`src/rtl/press_pkg.sv`:
```
// Shared definitions for the button press classifier: FSM encoding,
// timer limits and default timing parameters.
package press_pkg;

    typedef enum logic [2:0] {
        IDLE   = 3'd0,
        PRESS1 = 3'd1,
        HOLD   = 3'd2,
        WAIT2  = 3'd3,
        PRESS2 = 3'd4
    } state_t;

    // 2^19 cycles is roughly 10 ms at 50 MHz
    localparam int TICK_BITS_DEF  = 19;
    localparam int LONG_TICKS_DEF = 50;
    localparam int DBL_TICKS_DEF  = 25;

    localparam int         TCNT_W   = 7;
    localparam logic [6:0] TCNT_MAX = 7'd127;

endpackage

```
`src/rtl/tick_gen.sv`:
```
// Free-running prescaler: tick is high for the single cycle in which the
// counter sits at all-ones, after which it wraps to zero.
module tick_gen
    import press_pkg::*;
#(
    parameter int TICK_BITS = TICK_BITS_DEF
) (
    input  logic clk,
    input  logic reset_n,
    output logic tick
);

    logic [TICK_BITS-1:0] cnt_q;

    always_ff @(posedge clk or negedge reset_n) begin
        if (!reset_n) begin
            cnt_q <= '0;
        end else begin
            cnt_q <= cnt_q + 1'b1;
        end
    end

    assign tick = &cnt_q;

endmodule

```
`src/rtl/press_classifier.sv`:
```
// Classifies a debounced button into short, long and double presses,
// emitting one-cycle registered pulses and a running event count.
module press_classifier
    import press_pkg::*;
#(
    parameter int TICK_BITS  = TICK_BITS_DEF,
    parameter int LONG_TICKS = LONG_TICKS_DEF,
    parameter int DBL_TICKS  = DBL_TICKS_DEF
) (
    input  logic       clk,
    input  logic       reset_n,
    input  logic       db,
    output logic       short_press,
    output logic       long_press,
    output logic       double_press,
    output logic       busy,
    output logic [7:0] press_count
);

    localparam logic [TCNT_W-1:0] LONG_LAST = TCNT_W'(LONG_TICKS - 1);
    localparam logic [TCNT_W-1:0] DBL_LAST  = TCNT_W'(DBL_TICKS - 1);

    logic              tick;
    logic              db_q;
    logic              rise, fall;
    state_t            state_q, state_d;
    logic [TCNT_W-1:0] tcnt_q, tcnt_d;
    logic              short_q, short_d;
    logic              long_q, long_d;
    logic              dbl_q, dbl_d;
    logic              busy_q, busy_d;
    logic [7:0]        count_q, count_d;

    tick_gen #(
        .TICK_BITS(TICK_BITS)
    ) u_tick_gen (
        .clk    (clk),
        .reset_n(reset_n),
        .tick   (tick)
    );

    assign rise = db & ~db_q;
    assign fall = ~db & db_q;

    always_ff @(posedge clk or negedge reset_n) begin
        if (!reset_n) begin
            db_q    <= 1'b0;
            state_q <= IDLE;
            tcnt_q  <= '0;
            short_q <= 1'b0;
            long_q  <= 1'b0;
            dbl_q   <= 1'b0;
            busy_q  <= 1'b0;
            count_q <= '0;
        end else begin
            db_q    <= db;
            state_q <= state_d;
            tcnt_q  <= tcnt_d;
            short_q <= short_d;
            long_q  <= long_d;
            dbl_q   <= dbl_d;
            busy_q  <= busy_d;
            count_q <= count_d;
        end
    end

    // Edges are tested before timeouts so a coincident edge always wins.
    always_comb begin
        state_d = state_q;
        short_d = 1'b0;
        long_d  = 1'b0;
        dbl_d   = 1'b0;
        case (state_q)
            IDLE: begin
                if (rise) state_d = PRESS1;
            end
            PRESS1: begin
                if (fall) begin
                    state_d = WAIT2;
                end else if (tick && tcnt_q == LONG_LAST) begin
                    state_d = HOLD;
                    long_d  = 1'b1;
                end
            end
            HOLD: begin
                if (fall) state_d = IDLE;
            end
            WAIT2: begin
                if (rise) begin
                    state_d = PRESS2;
                end else if (tick && tcnt_q == DBL_LAST) begin
                    state_d = IDLE;
                    short_d = 1'b1;
                end
            end
            PRESS2: begin
                if (fall) begin
                    state_d = IDLE;
                    dbl_d   = 1'b1;
                end
            end
            default: state_d = IDLE;
        endcase
    end

    // The timer restarts on every state change and sticks at its maximum.
    always_comb begin
        tcnt_d = tcnt_q;
        if (state_d != state_q) begin
            tcnt_d = '0;
        end else if (tick && tcnt_q != TCNT_MAX) begin
            tcnt_d = tcnt_q + 1'b1;
        end
    end

    always_comb begin
        busy_d  = (state_d != IDLE);
        count_d = count_q;
        if (short_d || long_d || dbl_d) begin
            count_d = count_q + 8'd1;
        end
    end

    assign short_press  = short_q;
    assign long_press   = long_q;
    assign double_press = dbl_q;
    assign busy         = busy_q;
    assign press_count  = count_q;

endmodule

```
`config.mk`:
```
export PLATFORM = sky130hd
export DESIGN_NAME = press_classifier
export DESIGN_NICKNAME = d
export VERILOG_FILES = /design/src/rtl/press_pkg.sv /design/src/rtl/tick_gen.sv /design/src/rtl/press_classifier.sv
export SDC_FILE = /design/constraint.sdc
export NUM_CORES = 1
export LEC_CHECK = 0
export ABC_AREA = 1
export BUFFER_PORTS_ARGS = -buffer_cell sky130_fd_sc_hd__buf_2
export CORE_MARGIN = 8
export CORE_UTILIZATION = 30
export CTS_BUF_LIST = sky130_fd_sc_hd__clkbuf_8
export DETAILED_ROUTE_END_ITERATION = 8
export GPL_ROUTABILITY_DRIVEN = 1
export HOLD_SLACK_MARGIN = 0.15
export SETUP_SLACK_MARGIN = 0.5
export SYNTH_ARGS = -nofsm -noshare
export SYNTH_HDL_FRONTEND = slang
export SYNTH_SLANG_ARGS = --single-unit
```
`constraint.sdc`:
```
create_clock -name clk -period 1.6 [get_ports clk]
set_input_delay 0.32 -clock clk [delete_from_list [all_inputs] [get_ports clk]]
set_output_delay 0.32 -clock clk [all_outputs]
set_load 0.01 [all_outputs]
```
## Word level (Yosys, flattened, before mapping)

Cells that the tools add are included.

| cells by class | value |
|---|---|
| mux-type cells | 17 |
| add/sub/neg operators | 3 |
| bitwise operators | 4 |
| reduce and logical (&&, ||, !) cells | 10 |
| equality and inequality tests | 8 |

Operators with widths:

| kind | count |
|---|---|
| $add A19 B1 Y19 const B | 1 |
| $reduce_and A19 Y1 | 1 |
| $mux W3 | 6 |
| $mux W7 | 2 |
| $pmux W3 S4 | 1 |
| $add A8 B1 Y8 const B | 1 |
| $mux W1 | 8 |
| $add A7 B1 Y7 const B | 1 |
| $eq A7 B5 Y1 const B | 1 |
| $eq A7 B6 Y1 const B | 1 |
| $ne A7 B7 Y1 const B | 1 |
| $eq A3 B2 Y1 const B | 2 |
| $eq A3 B1 Y1 const B | 1 |
| $eq A3 B3 Y1 const B | 1 |
| $logic_and A1 B1 Y1 | 3 |
| $logic_not A3 Y1 | 1 |
| $ne A3 B3 Y1 | 1 |
| $reduce_bool A3 Y1 | 1 |
| $and A1 B1 Y1 | 2 |
| $logic_or A1 B1 Y1 | 2 |
| $not A1 Y1 | 2 |
| $reduce_bool A2 Y1 | 1 |
| $reduce_or A2 Y1 | 1 |

| word-level totals | value |
|---|---|
| bits in registers | 42 |
| input bits | 3 |
| word-level logic and storage cells | 51 |

## Longest topological paths before layout

| logic depth | value |
|---|---|
| depth after elaboration | 7 |
| depth in mapped cells | 12 |
| gate-level depth less buffers | 12 |

## Cells and area by module

From an unflattened synthesis, not the netlist that was laid out.

| unflattened totals | value |
|---|---|
| cells, all modules | 274 |
| area total of the unflattened synthesis | 2284.7 µm² |

Modules (own cells, without submodules):

| module | instances | area each (µm²) | cells each |
|---|---|---|---|
| press_classifier | 1 | 1271.2 | 160 |
| tick_gen | 1 | 1013.5 | 114 |

## Least setup slack after synthesis

No wires, ideal clock.

| path | value |
|---|---|
| path kind | register to register |
| start | register u_tick_gen.cnt_q[0] |
| end | register tcnt_q[3] |
| data required time | 1.480 ns |
| library setup time | 0.120 ns |
| path buffers | 0 |
| path slack | -0.021 ns |
| arrival time | 1.502 ns |
| period minus slack after synthesis | 1.621 ns |
| cell stages (with the launch flop) | 12 |
| cell sequence | dfrtp_1 > ha_1 > nand2_2 > nor2_4 > nand2_4 > nor2_8 > nand3_2 > nand2_1 > nand2_1 > o21bai_1 > nand2_2 > nor2_1 |

| between the ends | value |
|---|---|
| cells in the longest elaborated chain, start to end | 7 |
| elaborated cells between the ends (all ways) | 12 |
| those cells by class | 1 x eq/ne; 6 x mux; 5 x reduce/logical |

Ends and longest elaborated chain:

| element | line | source |
|---|---|---|
| start, declared | tick_gen.sv:13 | `logic [TICK_BITS-1:0] cnt_q;` |
| start signal, assigned | tick_gen.sv:19 | `cnt_q <= cnt_q + 1'b1;` |
| $reduce_and A19 Y1 * | tick_gen.sv:23 | `assign tick = &cnt_q;` |
| $logic_and A1 B1 Y1 (on tied branches) | press_classifier.sv:91, press_classifier.sv:80 |  |
| $mux W3 (on tied branches) | press_classifier.sv:91, press_classifier.sv:80 |  |
| $mux W3 (on tied branches) | press_classifier.sv:89, press_classifier.sv:78 |  |
| $pmux W3 S4 | press_classifier.sv:73 | `case (state_q)` |
| $ne A3 B3 Y1 | press_classifier.sv:109 | `if (state_d != state_q) begin` |
| $mux W7 or $reduce_bool A2 Y1 (tied branches) | - |  |
| end signal, assigned | press_classifier.sv:58 | `tcnt_q <= tcnt_d;` |
| end, declared | press_classifier.sv:27 | `logic [TCNT_W-1:0] tcnt_q, tcnt_d;` |

Mark *: on every way between the ends. The rest lies on a longest branch, timed or not.
A chain may end at the register's enable or synchronous reset.

## Worst setup path in the final report

| path | value |
|---|---|
| start | register u_tick_gen.cnt_q[1] |
| end | register tcnt_q[5] |

Same word-level chain as after synthesis.

==> impl_results.md <==
* Largest net degree at the start of global routing at 43
* Core Box Area at between 7000 and 8000 um^2
* Final setup fails at 8
* Util after Layout at 0.427
* Fin nets at between 300 and 400
* Critical path class: flip-flop to flip-flop
* Unrepaired setup endpoints after global routing: yes
* Buffers on Ports at 14
* Ports at 15
* Post-synthesis register bit count at between 40 and 50
* Comb pwr share at 0.231
* Layout cells sized above 1 at 0.383
* DRT Pass-1 Iters at 4
* DR vias at roughly 1.8k
* Total power at 2.58 mW
* DRT iter0 DRCs at 43
* Worst path arrival time at 1.84 ns
* Num rows at 31
* Post-Place Worst Slack at -0.120 ns
* WP depth at 12
* Yosys warning total at 0
* Worst hold margin at approximately 0.35 ns
* Num CTS Buffers at 5
* Clock Skew at between 0.003 and 0.004 ns
* CTS tree: done
* CP delay by family, top: simple AND/OR/NAND/NOR gates
* Gpl congestion at roughly 0.8
* CTS root buf: clkbuf_8
* Fin crit share at 1.03
* Seq/Total Area, Yosys at 0.485
* CP Capture Type: flip-flop
* H-tree depth at 2
* Hold depth at 4
* Dpl hpwl at between 2000 and 3000 um
* Largest stage delay, worst path at approximately 0.36 ns
* Max Cap Violations at 0
* Number of global-route vias before repair at between 1.5k and 2k
* Yosys top cell area share at 0.485
* HP Class: input port to flip-flop
* Clk pwr share at 0.319
* WL final at between 4000 and 5000 um
* Die X at roughly 100 um
* Post-Syn Area at between 2000 and 2500 um^2
* PwrDens at 845 nW/um^2
* CP required at roughly 1.8 ns
* CP Cell Sequence: ha_2 -> nand2_2 -> nor2_4 -> nand2_4 -> nor2_8 -> nand4_1 -> nand2_1 -> nand3_1 -> nand2_1 -> inv_2 -> nand2_4 -> nor2_1
* FF-to-FF path depth at 12
* DRC at 0
* Initial core utilization at 0.303
* Post-synth EDFFs at 0
* Final WS setup at -0.0496 ns
* Net switching power at approximately 0.76 mW
* Total GRT Usage at 0.0923
* WL per Instance at approximately 10 um
* Outcome: complete, but fails checks
* Failing checks: negative setup slack
* Async set or reset register ratio after synthesis at 1.00
* VDD IR max at 0.488 mV
* Post-synthesis cell type count at 24
* Initial antenna violation count at 0
* CTS clk-pin slew, worst paths at 0.08 ns
* CP max-delay cell: dfrtp_1
* Pint at 1.82 mW
* Clock tree buffer depth at 2
* Final Hold Vio Count at 0
* First-pass GRT wire length at 7620 um
* Worst-Skew Late Latency at between 0.2 and 0.3 ns
* Post-synth top area cell: dfrtp_1
* Slew margin rel. at 0.742
* Bufs and invs on worst path at 1
* Fmax at 606 MHz
* Grt ovf at 0
* Synthesized area per cell at approximately 8.7 um^2
* CTS sink cnt at 42
* Sw Ratio at 0.293
* Vert. Die Dim at between 100 and 150 um
* Maximum fanout along the worst path at 8
* Synth-to-Final Area Change at 40.8%
* Synthesized instance count at roughly 250
* Worst Tran Pin Value at a little under 0.4 ns
* Leakage at about 1.6 nW
* Synth top area cells: dfrtp_1 (49%), nand2_1 (8.8%), inv_1 (5.7%)
* Crit start category: flip-flop
* Diode count at 0
* Seq pwr share at 0.450
* Syn Nets at between 200 and 300
* Prevailing post-synth register cell: dfrtp_1
* Final Max Tran Viols at 0
* Antenna Nets Post-Route at 0
* Final min period at between 1.5 and 2 ns
* Die area at 10200 um^2
* Vias per Instance at about 4.2
-- per-stage QoR --
stage,area [um^2],setup TNS [ns],std cells
after floorplan,2180,-0.0429,248
after global routing,3050,-2.75,423
final,3050,-0.350,423
after detailed placement,2550,-1.18,385
after global placement,2550,-0.583,385
after CTS,2930,-0.361,416
-- cell families (layout without fill, tap and decap cells) --
logic type / Yosys count / count (layout) / synth area share
buffers and inverters: 35 / 110 / 0.0607
and+or+nand+nor: 135 / 136 / 0.307
adders and majority gates: 5 / 5 / 0.0289
DFF: 42 / 42 / 0.485
AOI/OAI and AO/OA: 9 / 9 / 0.0260
xor gates and xnor gates: 22 / 22 / 0.0924
-- per-layer routing --
layer	vias up	GRT usage	routed length, um
met4	0	0.0275	26
li1	928	-	-
met3	4	0.0249	113
met5	-	0	0
met1	835	0.111	2070
met2	13	0.157	2180
-- worst register-to-register path: cells and delay by family (launching register included) --
kind | cells | cell delay (ns)
simple gates | 10 | 0.94
fa+ha+maj | 1 | 0.19
buf+inv | 1 | 0.04
flops | 1 | 0.36
-- power groups by stage --
stage	registers, mW	clock network [mW]	logic (mW)
global placement	1.18	0	0.469
finish	1.16	0.823	0.595
floorplan	1.19	0	0.260
global route	1.17	0.888	0.656
detailed placement	1.18	0	0.475
CTS	1.16	0.848	0.540
-- synthesized netlist by cell type (2+ instances only) --
cell	number
nand3_2	2
inv_1	33
o21ai_0	2
xnor2_1	7
nor2_1	32
nor2_2	3
inv_2	2
nand2_4	3
nand3_1	23
a21oi_1	4
nand2_1	51
nor2_4	2
nor3_1	3
nor2_8	2
nand4_1	8
dfrtp_1	42
ha_1	5
nand2_2	5
xor2_1	14
-- final cells by class --
class,count,area (um^2)
fill,687,4090
multi-input combinational,172,1100
sequential,42,1050
timing repair buffer,67,528
inverter,35,134
tap,99,124
clock buffer,5,68.8
clock inverter,3,37.5
-- path summary, 6_finish.rpt --
| path | startpoint | endpoint | slack [ns] |
|---|---|---|---|
| min reg2reg | u_tick_gen.cnt_q[17] | u_tick_gen.cnt_q[17] | 0.47 |
| min | db | double_press | 0.35 |
| max in group asynchronous | reset_n | press_count[0] | 0.73 |
| max reg2reg | u_tick_gen.cnt_q[1] | tcnt_q[5] | -0.05 |
| min in group asynchronous | reset_n | u_tick_gen.cnt_q[5] | 0.57 |
| max | u_tick_gen.cnt_q[1] | tcnt_q[5] | -0.05 |
-- timing repair --
item,in CTS,in global routing
endpoints found under the setup margin,46,89
cloned,1,0
hold endpoints to repair,43,0
pin swaps,11,11
hold buffers,2,0
resized for setup,30,16
buffers inserted,20,7
-- flip-flops by register name, summed over array words and instances (netlist names) --
| register | cells |
|---|---|
| state_q | 3 |
| double_press | 1 |
| long_press | 1 |
| short_press | 1 |
| press_count | 8 |
| u_tick_gen.cnt_q | 19 |
| db_q | 1 |
| tcnt_q | 7 |
| busy | 1 |
-- cells in the final DEF (no fill, tap or decap), types with 4 or more instances in the layout --
cell,instances
dfrtp_1,40
buf_2,10
inv_1,31
buf_4,43
inv_2,5
nand2_4,6
nand3_2,5
nor2_1,25
ha_1,4
xor2_1,14
nand3_1,20
nand4_1,8
nand2_2,14
clkbuf_8,5
nand2_1,39
a21oi_1,4
buf_6,12
nor2_2,9
xnor2_1,7
Note: power is estimated with default switching activity, not from simulation.
